### config.mk
export PLATFORM = sky130hd
export DESIGN_NAME = seq_shift_unit
export DESIGN_NICKNAME = d
export VERILOG_FILES = /design/src/rtl/seq_shift_unit_pkg.sv /design/src/rtl/seq_shift_unit_shift_stage.sv /design/src/rtl/seq_shift_unit.sv
export SDC_FILE = /design/constraint.sdc
export NUM_CORES = 1
export LEC_CHECK = 0
export ABC_CLOCK_PERIOD_IN_PS = 3000
export BUFFER_PORTS_ARGS = -buffer_cell sky130_fd_sc_hd__buf_2
export CAP_MARGIN = 20
export CORE_UTILIZATION = 40
export CTS_CLUSTER_DIAMETER = 120
export DETAILED_ROUTE_END_ITERATION = 7
export PLACE_DENSITY = 0.66
export SLEW_MARGIN = 20
export SYNTH_ARGS = -nofsm -noshare
export SYNTH_HDL_FRONTEND = slang
export SYNTH_SLANG_ARGS = --single-unit
### constraint.sdc
create_clock -name clk -period 3 [get_ports clk]
set_clock_uncertainty 0.15 [all_clocks]
set_input_delay 0.3 -clock clk [delete_from_list [all_inputs] [get_ports clk]]
set_output_delay 0.3 -clock clk [all_outputs]
set_load 0.05 [all_outputs]
### src/rtl/seq_shift_unit_pkg.sv
// Shared definitions for the sequential shift unit: operation mode codes and FSM states.
// Rotate support is selected at build time with SEQ_SHIFT_ROTATE_EN.
package shift_pkg;

    localparam logic [1:0] MODE_SRL = 2'b00;
    localparam logic [1:0] MODE_SLL = 2'b01;
    localparam logic [1:0] MODE_SRA = 2'b10;
    localparam logic [1:0] MODE_ROR = 2'b11;

    typedef enum logic [1:0] {
        S_IDLE  = 2'b00,
        S_SHIFT = 2'b01,
        S_DONE  = 2'b10
    } state_t;

endpackage

### src/rtl/seq_shift_unit_shift_stage.sv
// One barrel-shifter stage: conditionally shifts/rotates a word by a power-of-two distance.
// The rotate path exists only when SEQ_SHIFT_ROTATE_EN is defined.
module shift_stage
    import shift_pkg::*;
#(
    parameter  int WIDTH = 32,
    localparam int LOG2W = $clog2(WIDTH)
) (
    input  logic [WIDTH-1:0] word_i,
    input  logic             en_i,
    input  logic [LOG2W-1:0] dist_i,
    input  logic [1:0]       mode_i,
    input  logic             fill_i,
    output logic [WIDTH-1:0] word_o
);

    logic [WIDTH-1:0] fill_mask;
`ifdef SEQ_SHIFT_ROTATE_EN
    logic [LOG2W:0]   rdist;
`endif

    always_comb begin
        // Bits vacated by a right shift; they are replaced with the fill bit.
        fill_mask = ~({WIDTH{1'b1}} >> dist_i);
`ifdef SEQ_SHIFT_ROTATE_EN
        rdist     = (LOG2W+1)'(WIDTH) - {1'b0, dist_i};
`endif
        word_o    = word_i;
        if (en_i) begin
            case (mode_i)
                MODE_SLL: word_o = word_i << dist_i;
`ifdef SEQ_SHIFT_ROTATE_EN
                MODE_ROR: word_o = (word_i >> dist_i) | (word_i << rdist);
`endif
                default:  word_o = (word_i >> dist_i) | (fill_mask & {WIDTH{fill_i}});
            endcase
        end
    end

endmodule

### src/rtl/seq_shift_unit.sv
// Multi-cycle shift/rotate unit: one shift-amount bit per cycle through a single reused stage.
// Rotate-right (mode 11) is built only when SEQ_SHIFT_ROTATE_EN is defined; otherwise mode 11 acts as SRL.
module seq_shift_unit
    import shift_pkg::*;
#(
    parameter int WIDTH = 32
) (
    input  logic             clk,
    input  logic             rst_n,
    input  logic             in_valid,
    output logic             in_ready,
    input  logic [WIDTH-1:0] in_data,
    input  logic [WIDTH-1:0] in_amt,
    input  logic [1:0]       in_mode,
    output logic             out_valid,
    input  logic             out_ready,
    output logic [WIDTH-1:0] out_data,
    output logic             out_zero
);

    localparam int LOG2W = $clog2(WIDTH);

    state_t           state_q, state_d;
    logic [WIDTH-1:0] data_q, data_d;
    logic [LOG2W-1:0] amt_q, amt_d;
    logic [LOG2W-1:0] k_q, k_d;
    logic [1:0]       mode_q, mode_d;
    logic             fill_q, fill_d;
    logic             out_valid_q, out_valid_d;
    logic [WIDTH-1:0] out_data_q, out_data_d;
    logic             out_zero_q, out_zero_d;

    logic [1:0]       acc_mode;
    logic             acc_fill;
    logic             acc_ovf;
    logic             acc_rot;
    logic             last_step;
    logic             stage_en;
    logic [LOG2W-1:0] stage_dist;
    logic [WIDTH-1:0] stage_word;

    // Operand decode at accept time.
    always_comb begin
        acc_ovf = |in_amt[WIDTH-1:LOG2W];
        acc_fill = (in_mode == MODE_SRA) ? in_data[WIDTH-1] : 1'b0;
`ifdef SEQ_SHIFT_ROTATE_EN
        acc_mode = in_mode;
        acc_rot  = (in_mode == MODE_ROR);
`else
        acc_mode = (in_mode == MODE_ROR) ? MODE_SRL : in_mode;
        acc_rot  = 1'b0;
`endif
    end

    // The amount register is consumed LSB-first, so amt_q[0] always belongs to stage k_q.
    always_comb begin
        last_step  = (k_q == LOG2W'(LOG2W));
        stage_en   = (state_q == S_SHIFT) && !last_step && amt_q[0];
        stage_dist = LOG2W'(1) << k_q;
    end

    shift_stage #(
        .WIDTH (WIDTH)
    ) u_stage (
        .word_i (data_q),
        .en_i   (stage_en),
        .dist_i (stage_dist),
        .mode_i (mode_q),
        .fill_i (fill_q),
        .word_o (stage_word)
    );

    always_comb begin
        state_d     = state_q;
        data_d      = data_q;
        amt_d       = amt_q;
        k_d         = k_q;
        mode_d      = mode_q;
        fill_d      = fill_q;
        out_valid_d = out_valid_q;
        out_data_d  = out_data_q;
        out_zero_d  = out_zero_q;

        unique case (state_q)
            S_IDLE: begin
                if (in_valid) begin
                    // Overflowed non-rotate ops preload the all-fill result and still run every stage.
                    data_d  = (acc_ovf && !acc_rot) ? {WIDTH{acc_fill}} : in_data;
                    amt_d   = in_amt[LOG2W-1:0];
                    mode_d  = acc_mode;
                    fill_d  = acc_fill;
                    k_d     = '0;
                    state_d = S_SHIFT;
                end
            end
            S_SHIFT: begin
                if (last_step) begin
                    out_valid_d = 1'b1;
                    out_data_d  = data_q;
                    out_zero_d  = (data_q == '0);
                    state_d     = S_DONE;
                end else begin
                    data_d = stage_word;
                    amt_d  = amt_q >> 1;
                    k_d    = k_q + LOG2W'(1);
                end
            end
            S_DONE: begin
                if (out_ready) begin
                    out_valid_d = 1'b0;
                    out_zero_d  = 1'b0;
                    state_d     = S_IDLE;
                end
            end
            default: state_d = S_IDLE;
        endcase
    end

    always_ff @(posedge clk or negedge rst_n) begin
        if (!rst_n) begin
            state_q     <= S_IDLE;
            data_q      <= '0;
            amt_q       <= '0;
            k_q         <= '0;
            mode_q      <= MODE_SRL;
            fill_q      <= 1'b0;
            out_valid_q <= 1'b0;
            out_data_q  <= '0;
            out_zero_q  <= 1'b0;
        end else begin
            state_q     <= state_d;
            data_q      <= data_d;
            amt_q       <= amt_d;
            k_q         <= k_d;
            mode_q      <= mode_d;
            fill_q      <= fill_d;
            out_valid_q <= out_valid_d;
            out_data_q  <= out_data_d;
            out_zero_q  <= out_zero_d;
        end
    end

    assign in_ready  = (state_q == S_IDLE);
    assign out_valid = out_valid_q;
    assign out_data  = out_data_q;
    assign out_zero  = out_zero_q;

endmodule

# ---- Word-level counts from Yosys, hierarchy flattened
# Cells that the tools add are included.
dict set report word_totals {
  reg_bits 81
}
dict set report classes {
  add_sub_neg 1
  eq_ne 11
  shifts 4
  n_mux 23
  bitwise_logic 3
  reduce_logical 14
}
# op count
set op_table {}
lappend op_table {{$mux W32} 5}
lappend op_table {{$pmux W32 S2} 1}
lappend op_table {{$and A32 B32 Y32} 1}
lappend op_table {{$logic_not A32 Y1} 1}
lappend op_table {{$not A32 Y32} 1}
lappend op_table {{$or A32 B32 Y32} 1}
lappend op_table {{$shl A32 B5 Y32} 1}
lappend op_table {{$shr A32 B5 Y32} 1}
lappend op_table {{$shr A32 B5 Y32 const A} 1}
lappend op_table {{$reduce_or A27 Y1} 1}
lappend op_table {{$mux W5} 4}
lappend op_table {{$pmux W5 S2} 2}
lappend op_table {{$ne A2 B2 Y1 const B} 5}
lappend op_table {{$reduce_and A3 Y1} 3}
lappend op_table {{$mux W2} 4}
lappend op_table {{$eq A2 B2 Y1 const B} 3}
lappend op_table {{$pmux W2 S3} 1}
lappend op_table {{$add A5 B1 Y5 const B} 1}
lappend op_table {{$eq A5 B3 Y1 const B} 1}
lappend op_table {{$shl A1 B5 Y5 const A} 1}
lappend op_table {{$eq A2 B1 Y1 const B} 2}
lappend op_table {{$mux W1} 4}
lappend op_table {{$pmux W1 S2} 2}
lappend op_table {{$reduce_and A2 Y1} 2}
lappend op_table {{other kinds (5)} 7}

# ---- Logic depth before layout (Yosys ltp)
dict set report logic_depth {
  depth_word 9
  depth_mapped 11
  depth_no_buf 8
}

# ---- Modules after synthesis
# Synthesis repeated with hierarchy kept, for this count alone.
dict set report hier_totals {
  hier_cells 1012
  hier_area_um2 9111.2
}
# mod n_inst cells_per_inst area_per_inst_um2
set modules_own_cells {}
lappend modules_own_cells {shift_stage 1 650 5172.5}
lappend modules_own_cells {seq_shift_unit 1 362 3938.8}

# ---- Worst setup path before layout
# Ideal clock, no wire load.
dict set report synth_path {
  kind {register to register}
  startpoint {register k_q[1]}
  endpoint {register data_q[21]}
  setup_ns 0.126
  t_arrival_ns 2.387
  required_ns 2.724
  path_slack_ns 0.337
  path_stages_with_launch 12
  synth_period_minus_slack_ns 2.663
  path_cell_list {dfrtp_1 > buf_6 > clkbuf_1 > inv_1 > ha_1 > nand4bb_1 > and2_1 > a21o_1 > buf_4 > o21ai_1 > a221o_1 > o32a_1}
}
dict set report synth_via {
  elab_chain_cells 9
  elab_cells_between_ends 18
  cone_classes {eq/ne (3); shift (4); mux (4); bitwise (3); reduce/logical (4)}
}
# item line
set synth_rtl {}
lappend synth_rtl {{start, declared} seq_shift_unit.sv:26} ;# logic [LOG2W-1:0] k_q, k_d;
lappend synth_rtl {{start signal, assigned} seq_shift_unit.sv:134} ;# k_q <= k_d;
lappend synth_rtl {{$shl A1 B5 Y5} seq_shift_unit.sv:59} ;# stage_dist = LOG2W'(1) << k_q;
lappend synth_rtl {{$shr A32 B5 Y32} seq_shift_unit_shift_stage.sv:24} ;# fill_mask = ~({WIDTH{1'b1}} >> dist_i);
lappend synth_rtl {{$not A32 Y32} seq_shift_unit_shift_stage.sv:24}
lappend synth_rtl {{$and A32 B32 Y32} seq_shift_unit_shift_stage.sv:35} ;# default: word_o = (word_i >> dist_i) | (fill_mask & {WIDTH{fill_i}});
lappend synth_rtl {{$or A32 B32 Y32} seq_shift_unit_shift_stage.sv:35}
lappend synth_rtl {{$mux W32} seq_shift_unit_shift_stage.sv:30} ;# case (mode_i)
lappend synth_rtl {{$mux W32} seq_shift_unit_shift_stage.sv:29} ;# if (en_i) begin
lappend synth_rtl {{$mux W32} seq_shift_unit.sv:97} ;# if (last_step) begin
lappend synth_rtl {{$pmux W32 S2} seq_shift_unit.sv:84} ;# unique case (state_q)
lappend synth_rtl {{end signal, assigned} seq_shift_unit.sv:132} ;# data_q <= data_d;
lappend synth_rtl {{end, declared} seq_shift_unit.sv:24} ;# logic [WIDTH-1:0] data_q, data_d;
# Parallel ways exist; a longest one is shown, timed or not. The select of a mux whose other input is x is not followed.
# A chain may end at the register's enable or synchronous reset.

# ---- Worst setup path after layout
dict set report layout_path {
  startpoint {register k_q[0]}
  endpoint {register data_q[25]}
}
# Same word-level chain as after synthesis.

==> flow_summary.yaml <==
finish:
  drive_gt1_frac: 0.296
  fin_cells: 1191
  syn_to_final_growth_pct: 23.2
  fin_area_um2: 8320
  final_nets: 1037
  nFillCells: 1612
timing:
  finalMaxSlewViolations: 0
  rsz0062_at_grt: "false"
  max_freq_mhz: 343
  fin_tns_setup_ps: 0
  finalHoldViolCount: 0
  min_period_ps: 2910
  tightest_slew_ps: 888
  period_share: 0.971
  setup_viol: 0
  worst_slack_ps: 87.0
  maxSlewHeadroom: 0.408
clock_tree:
  cts_root_buf: "clkbuf_16"
  cts.path.max_buffers: 2
  cts_sinks: 81
  clk_pin_slew_ps: 80
  clock_latency_ps: 370
  h-tree-depth: 3
  post_cts_buffers: 0
  cts_buffers: 9
  cts_tree: "built"
placed_design:
  portBuffers: 104
  placed_cell_area_um2: 8000
  dp.cells: 1171
  dp_hpwl_mm: 26.2
  post-place-ws_ps: 187
  gp_congestion: 1.07
floorplanning:
  rows: 47
  core-area_um2: 16500
  num_io_pins: 105
  die_h_um: 132
  die_x_um: 132
  dieArea_um2: 17400
  initial_utilization: 0.408
worst_setup_path:
  endpoint_kind: "flop"
  critPathArrivalTime_ps: 3010
  cp.required_ps: 3100
  crit_type: "reg -> reg"
  cp_slowest_cell: "or3_1"
  max_stage_delay_ps: 660
  crit_path_start_kind: "flop"
  cp_max_fo: 12
  path_cells: "or3_1 -> buf_4 -> o21ai_0 -> nand3_1 -> o21ai_1 -> o22ai_1 -> o32a_1"
synthesis:
  synth.largest_area_cell: "dfrtp_1"
  synth-seq-cells: 81
  syn_area_um2: 6750
  ys_seq_area_frac: 0.300
  synth_area_leaders: "dfrtp_1, mux2_2, nand2_1"
  yosysTopAreaCellShare: 0.300
  synth_edf_count: 0
  synth_cells: 841
  synthFlopType: "dfrtp_1"
  yosys_warnings: 0
  synth_nets: 913
  yosysUniqueCellTypes: 81
  avgSynthCellArea_um2: 8.03
  ys_async_sr_fraction: 1.00
routing:
  antenna_left: 0
  drt_pass1_iterations: 7
  vias: 8366
  viasPerCell: 7.02
  wl_per_cell_um: 30.6
  drt-initial-drc-count: 1609
  wl_mm: 36.4
  drc: 0
global_route:
  overflow: 0
  grt_pass1_vias: 7850
  grt_max_degree: 51
  antenna_found_initial: 2
  grt_pass1_wl_mm: 53.2
  grt_use_total: 0.421
worst_hold_path:
  hold_path.class: "in -> reg"
run_status:
  status: "completed"
job:
  max_cap_viol_count: 0
==> what timing repair did <==
action	4_1_cts	5_1_grt
endpoints found under the hold margin	44	0
hold buffers	3	0
resized for setup	0	2
endpoints found under the setup margin	0	2
==> metrics by stage <==
stage	util	hold slack, ps
3_3_place_gp	0.484	199
5_1_grt	0.503	42.1
6_report	0.503	24.3
3_5_place_dp	0.484	198
2_1_floorplan	-	-146
4_1_cts	0.503	24.1
==> synth_stat cells (16+ instances only) <==
cell type	count
nand2_1	99
dfrtp_1	81
nand3_1	21
a21oi_1	52
mux2i_1	23
nor2_1	83
nor4_1	17
mux2_2	37
o21ai_0	51
a211oi_1	16
clkbuf_1	57
buf_2	19
o32a_1	16
a31oi_1	26
==> sequential cells by signal (all words and copies together), names as in the netlist, 2 cells and up <==
register,flops
data_q,32
out_data,32
amt_q,5
k_q,5
mode_q,2
state_q,2
==> kinds of logic (layout without fill, tap and decap cells) <==
group                      after synthesis  after routing  share of synthesized area
AOI/OAI and AO/OA                      303            303                      0.314
xor gates and xnor gates                 3              3                    0.00389
other                                    0              1                          0
adders and majority gates                2              2                    0.00371
buffers and inverters                   98            227                     0.0654
DFF                                     81             81                      0.300
and+or+nand+nor                        293            293                      0.214
muxes                                   61             61                     0.0992
==> placed cells by master, fill, tap and decap left out, types with 13 or more instances in the layout <==
cell type and instances:
a211oi_1 16, a21oi_1 52, a221oi_1 13, a31oi_1 26, buf_2 103, buf_4 90
dfrtp_1 79, mux2_2 37, mux2i_1 23, nand2_1 99, nand3_1 21, nor2_1 82
nor4_1 17, o211ai_1 13, o21ai_0 51, o22ai_1 13, o32a_1 16
==> critical path: cells and delay by family (launching register included) <==
kind | cells | cell delay, ps
simple gates | 2 | 780
flops | 1 | 420
compound gates | 4 | 1160
buf+inv | 1 | 280
==> path summary, 6_finish.rpt <==
kind                            start      endpoint  slack [ps]  cells after the start
max                            k_q[0]    data_q[25]          90                      7
min                        in_mode[0]     mode_q[0]          20                      3
max reg2reg                    k_q[0]    data_q[25]          90                      7
min reg2reg                 out_valid     out_valid         330                      2
max in group asynchronous       rst_n   out_data[2]        1700                      3
min in group asynchronous       rst_n  out_data[17]         340                      2
==> metal layers <==
metal / wire (um) / part of all wire / vias up / global-route usage
met1: 13700 / 0.38 / 3933 / 0.536
met5: 23 / 0.00063 / - / 0
met4: 2640 / 0.073 / 2 / 0.240
li1: - / - / 3439 / -
met3: 5100 / 0.14 / 220 / 0.146
met2: 15000 / 0.41 / 772 / 0.620
==> final cells by class <==
cell class	instances	area [um2]	area share
diodes	1	2.50	0.000301
clock buffers	10	229	0.0275
clock inverters	6	48.8	0.00587
inverters	5	18.8	0.00226
multi-input cells	662	4290	0.516
flip-flops and latches	81	2030	0.244
well taps	220	275	0.0331
repair buffers	206	1420	0.171
Power is left out: the tool's default activity adds up to more than one toggle a clock period on the data nets, which glitch-free logic cannot reach.
